--- config.mk ---
export PLATFORM = sky130hd
export DESIGN_NAME = rx_frame_sync_flat
export DESIGN_NICKNAME = d
export VERILOG_FILES = /design/src/rtl/rx_frame_sync_if.sv /design/src/rtl/rx_frame_sync.sv /design/src/flat_wrapper.sv
export SDC_FILE = /design/constraint.sdc
export NUM_CORES = 1
export LEC_CHECK = 0
export CELL_PAD_IN_SITES_DETAIL_PLACEMENT = 0
export CELL_PAD_IN_SITES_GLOBAL_PLACEMENT = 1
export CORE_UTILIZATION = 25
export CTS_CLUSTER_DIAMETER = 200
export DETAILED_ROUTE_END_ITERATION = 8
export PLACE_DENSITY = 0.57
export SKIP_CTS_REPAIR_TIMING = 1
export SYNTH_ARGS = -nofsm -noshare
export SYNTH_HDL_FRONTEND = slang
export SYNTH_SLANG_ARGS = --single-unit
--- constraint.sdc ---
create_clock -name clk -period 6.5 [get_ports clk]
set_input_delay 1.625 -clock clk [delete_from_list [all_inputs] [get_ports clk]]
set_output_delay 1.625 -clock clk [all_outputs]
set_load 0.02 [all_outputs]
--- src/rtl/rx_frame_sync_if.sv ---
// Bit-in / byte-out stream bundle for rx_frame_sync.
// The slave side is the synchroniser; the master side feeds bits and drains bytes.
interface rx_frame_sync_if;
  logic       in_valid;
  logic       in_ready;
  logic       in_data;
  logic       out_valid;
  logic       out_ready;
  logic [7:0] out_data;
  logic       out_last;

  modport slave (
    input  in_valid, in_data, out_ready,
    output in_ready, out_valid, out_data, out_last
  );

  modport master (
    output in_valid, in_data, out_ready,
    input  in_ready, out_valid, out_data, out_last
  );
endinterface

--- src/rtl/rx_frame_sync.sv ---
// Frame synchroniser: hunts a sync word with bounded bit errors, reads a length byte, emits payload bytes.
// Optional macro RX_FRAME_SYNC_INV_EN also accepts the bitwise-inverted sync and de-inverts the frame.
module rx_frame_sync #(
  parameter logic [31:0] SYNC_WORD = 32'h1ACFFC1D,
  parameter int          SYNC_LEN  = 32,
  parameter int          MAX_ERR   = 2
) (
  input  logic           clk,
  input  logic           rst,
  rx_frame_sync_if.slave bus,
  output logic           locked,
  output logic           sync_hit,
  output logic           inverted
);

  typedef enum logic [1:0] {HUNT, LEN, PAYLOAD} state_t;

  localparam logic [SYNC_LEN-1:0] PAT = SYNC_WORD[SYNC_LEN-1:0];
  localparam int                  FW  = $clog2(SYNC_LEN + 1);

  state_t              state;
  logic [SYNC_LEN-1:0] sr;
  logic [SYNC_LEN-1:0] sr_nxt;
  logic [FW-1:0]       fill;
  logic [FW-1:0]       fill_nxt;
  logic [2:0]          bit_cnt;
  logic [7:0]          byte_sr;
  logic [7:0]          byte_nxt;
  logic [7:0]          remaining;
  logic                accept;
  logic                bit_in;
  logic                full;
  logic                true_hit;
  logic                inv_hit;

  function automatic logic [5:0] popcount(input logic [SYNC_LEN-1:0] v);
    logic [5:0] c;
    c = '0;
    for (int i = 0; i < SYNC_LEN; i++) c = c + 6'(v[i]);
    return c;
  endfunction

  // Input stalls only when a finished byte is waiting on a blocked output register.
  assign bus.in_ready = !rst && (state != PAYLOAD || !bus.out_valid || bus.out_ready);
  assign accept       = bus.in_valid && bus.in_ready;
  assign sr_nxt       = {sr[SYNC_LEN-2:0], bus.in_data};
  assign fill_nxt     = (fill == FW'(SYNC_LEN)) ? fill : fill + 1'b1;
  assign full         = (fill_nxt == FW'(SYNC_LEN));
  assign bit_in       = bus.in_data ^ inverted;
  assign byte_nxt     = {byte_sr[6:0], bit_in};
  assign true_hit     = full && (popcount(sr_nxt ^ PAT) <= 6'(MAX_ERR));

`ifdef RX_FRAME_SYNC_INV_EN
  assign inv_hit = full && (popcount(~sr_nxt ^ PAT) <= 6'(MAX_ERR));
`else
  assign inv_hit = 1'b0;
`endif

  always_ff @(posedge clk or posedge rst) begin
    if (rst) begin
      state         <= HUNT;
      sr            <= '0;
      fill          <= '0;
      bit_cnt       <= '0;
      byte_sr       <= '0;
      remaining     <= '0;
      locked        <= 1'b0;
      sync_hit      <= 1'b0;
      inverted      <= 1'b0;
      bus.out_valid <= 1'b0;
      bus.out_data  <= '0;
      bus.out_last  <= 1'b0;
    end else begin
      sync_hit <= 1'b0;
      if (bus.out_valid && bus.out_ready) bus.out_valid <= 1'b0;
      if (accept) begin
        sr <= sr_nxt;
        case (state)
          HUNT: begin
            fill <= fill_nxt;
            if (true_hit || inv_hit) begin
              // True polarity wins when both match.
              sync_hit <= 1'b1;
              inverted <= inv_hit && !true_hit;
              locked   <= 1'b1;
              bit_cnt  <= '0;
              state    <= LEN;
            end
          end
          LEN: begin
            byte_sr <= byte_nxt;
            bit_cnt <= bit_cnt + 3'd1;
            if (bit_cnt == 3'd7) begin
              if (byte_nxt == 8'd0) begin
                fill   <= '0;
                locked <= 1'b0;
                state  <= HUNT;
              end else begin
                remaining <= byte_nxt;
                state     <= PAYLOAD;
              end
            end
          end
          PAYLOAD: begin
            byte_sr <= byte_nxt;
            bit_cnt <= bit_cnt + 3'd1;
            if (bit_cnt == 3'd7) begin
              bus.out_data  <= byte_nxt;
              bus.out_valid <= 1'b1;
              bus.out_last  <= (remaining == 8'd1);
              remaining     <= remaining - 8'd1;
              if (remaining == 8'd1) begin
                fill   <= '0;
                locked <= 1'b0;
                state  <= HUNT;
              end
            end
          end
          default: state <= HUNT;
        endcase
      end
    end
  end

endmodule

--- src/flat_wrapper.sv ---
// flat-port wrapper written by rule: the top's interface ports become plain ports
module rx_frame_sync_flat 
#(
  parameter logic [31:0] SYNC_WORD = 32'h1ACFFC1D,
  parameter int          SYNC_LEN  = 32,
  parameter int          MAX_ERR   = 2
)
  (clk, rst, locked, sync_hit, inverted, bus_in_valid, bus_in_data, bus_out_ready, bus_in_ready, bus_out_valid, bus_out_data, bus_out_last);
  rx_frame_sync_if bus_i ();
  input  logic clk;
  input  logic rst;
  output logic locked;
  output logic sync_hit;
  output logic inverted;
  input wire logic [$bits(bus_i.in_valid)-1:0] bus_in_valid;
  input wire logic [$bits(bus_i.in_data)-1:0] bus_in_data;
  input wire logic [$bits(bus_i.out_ready)-1:0] bus_out_ready;
  output wire logic [$bits(bus_i.in_ready)-1:0] bus_in_ready;
  output wire logic [$bits(bus_i.out_valid)-1:0] bus_out_valid;
  output wire logic [$bits(bus_i.out_data)-1:0] bus_out_data;
  output wire logic [$bits(bus_i.out_last)-1:0] bus_out_last;
  assign bus_i.in_valid = bus_in_valid;
  assign bus_i.in_data = bus_in_data;
  assign bus_i.out_ready = bus_out_ready;
  assign bus_in_ready = bus_i.in_ready;
  assign bus_out_valid = bus_i.out_valid;
  assign bus_out_data = bus_i.out_data;
  assign bus_out_last = bus_i.out_last;
  rx_frame_sync #(.SYNC_WORD(SYNC_WORD), .SYNC_LEN(SYNC_LEN), .MAX_ERR(MAX_ERR)) u_core (.clk(clk), .rst(rst), .bus(bus_i), .locked(locked), .sync_hit(sync_hit), .inverted(inverted));
endmodule
==> metrics.txt <==
r2r setup slk=600 ps; Synth Cell Area=about 4000 µm²; Slew HR=about 37%; Num Clock Sinks=between 60 and 70; Filler Cell Count=~1600; Critical Path Start Type=primary input; ant diodes=0; Hold Slack=between 400 and 500 ps; Residual DRC=0; Post-Layout Cell Count=639; row cnt=45; vias in the first global route=between 2000 and 3000; dominant cell type by area after synthesis=dfrtp_1; Buffers on Ports=17; Core ar.=15300 µm²; CTS Buf Count=9; Worst-path clk slew=60 ps; placed cell count=between 600 and 700; Post-synth EDFFs=0; IO Pins=19; ys flop type=dfrtp_1; outcome=complete, but fails checks; initial antenna violation count=0; mean post-synth cell area=slightly below 10 µm²; Peak supply drop=roughly 0.29 mV; Place WS=-1260 ps; CTS tree=built; Yosys warnings=0; Syn Inst Count=402; clock skew=5.48 ps; Critical Path RT=between 6000 and 7000 ps; Finish-stage setup viols=6; Crit Path Category=in2reg; Crit Path Max Fanout=4; gr usage total=about 11%; register area share after synthesis=about 44%; failing checks=negative setup slack; Final WS setup=-400 ps; RSZ-0062 raised after global routing=true; Die W=~130 µm; Tcrit/Tclk final=106%; Final #Nets=470; Slew @ Worst Pin=around 950 ps; FF+latch count, synth=69; Wirelength per Cell=approximately 13 µm; post-layout util=between 30% and 40%; worst min-delay path category=reg2reg; Post-DP HPWL=a little under 6 mm; routed vias/inst=around 4.3; Die Ht=between 100 and 150 µm; Starting Density=25.9%; Root Buffer=clkbuf_16; commonest non-fill, non-tap cell in the layout=dfrtp_1; Final ANT Viol Nets=0; via count=~2800; CP endpoint kind=register; Syn Nets=449; Slew Limit Fails=0; most frequent cells in the layout=dfrtp_1, nand2_1, inv_1; Max Cap Viol=0; H-tree depth=3; Async S/R FF share, synth=100%; PwrDens=around 530 nW/µm²; aggregate routed wire length=a little over 8 mm; FMAX=between 100 and 150 MHz; Die Area=around 16000 µm²; layout cells sized above 1=about an eighth; CTS max path bufs=2; top cell type's share of synthesized area=around 44%; Area contributors post-synth=dfrtp_1, fa_1, ha_1; Fin. Hold Viols=0; distinct cell type count after synthesis=45; global placement routability congestion=between 0.7 and 0.8; gr ovfl total=0; first-pass GRT wire length=approximately 14 mm; leak pwr=0.00218 µW; Clock Latency Late Sink=between 300 and 400 ps; area grow syn2layout=20.6%; 1st-iter DRT viols=136; min Tclk post-route=between 6000 and 7000 ps; WP data arrival=7120 ps; pin count of the biggest net entering global routing=70; DRT Pass-1 Iters=4
logic make-up (layout without fill, tap and decap cells):
family / Yosys count / in the layout / share of synthesized area, %
and+or+nand+nor: 116 / 116 / 13.7
xor gates and xnor gates: 3 / 3 / 0.663
adders and majority gates: 42 / 42 / 17.8
AOI/OAI and AO/OA: 86 / 86 / 13.3
DFF: 69 / 69 / 43.6
buffers and inverters: 72 / 98 / 7.20
other: 1 / 1 / 0.0947
muxes: 13 / 13 / 3.70
final timing paths:
check | start | end | depth (start not counted)
hold / removal | u_core.sr[28] | u_core.sr[29] | 2
setup reg to reg | u_core.sr[0] | u_core.bit_cnt[2] | 16
max in group asynchronous | rst | u_core.sr[25] | 3
setup / recovery | bus_in_data | u_core.bit_cnt[2] | 18
hold reg to reg | u_core.sr[28] | u_core.sr[29] | 2
min in group asynchronous | rst | u_core.remaining[3] | 3
per-layer routing:
layer	up-vias	routed length, µm	track usage (%)
li1	1382	-	-
met1	1333	4230	15.7
met2	33	3590	16.8
met3	7	215	2.63
met4	0	129	3.94
met5	-	0	0
where the power goes:
part           switching, µW  internal [µW]  total (µW)
combinational            775            671        1450
clock                    201            337         538
sequential              63.1            487         551
cell type report:
class	instances	area, µm²	area share [%]
Tap cell	211	264	5.53
Clock buffer	9	225	4.71
Multi-Input combinational cell	261	2000	41.9
Inverter	55	210	4.40
Sequential cell	69	1730	36.1
Timing Repair Buffer	27	250	5.24
Clock inverter	7	100	2.10
worst max-delay path, stage by stage:
cell        delay, ps
buf_8              80
clkinvlp_4         90
ha_4              220
fa_1              520
fa_1              430
fa_1              500
inv_1              50
fa_1              450
fa_1              490
inv_1              50
fa_1              470
fa_2              410
fa_1              460
a21oi_2           130
o211ai_1          120
o41a_1            510
nand2b_4          170
a221o_1           350
cell usage after synthesis (2+ instances only):
library cell  count
nor2_1           21
buf_4             2
o21ai_1           9
nand2b_1          5
fa_1             24
ha_1             18
inv_1            55
nand3_1           8
dfrtp_1          69
nor2b_1           2
xnor2_1           3
o21ai_0          38
a21o_1            2
a41oi_1           2
nand2_1          58
o22a_1            5
o211ai_1          3
a221o_1           2
mux2_2           12
nor4_1            6
clkbuf_1         14
and3_1            5
a31oi_1           3
a21oi_1          11
nor3_1            3
o31ai_1           3
flip-flops by register name (all words and copies together), names as in the netlist:
register	cells
u_core.fill	6
u_core.bus.out_valid	1
u_core.sr	31
u_core.remaining	8
u_core.bus.out_last	1
u_core.bit_cnt	3
u_core.locked	1
u_core.sync_hit	1
u_core.bus.out_data	8
u_core.state	2
u_core.byte_sr	7
stage by stage:
| stage | cell area [µm²] | setup TNS, ps | total power [µW] |
|---|---|---|---|
| 2_1_floorplan | 3980 | -2080 | 1630 |
| 3_3_place_gp | 4400 | -7600 | 1920 |
| 3_5_place_dp | 4400 | -7910 | 1940 |
| 4_1_cts | 4720 | -5580 | 2490 |
| 5_1_grt | 4780 | -2950 | 2850 |
| 6_report | 4780 | -1840 | 2530 |
Note: power is estimated with default switching activity, not from simulation.
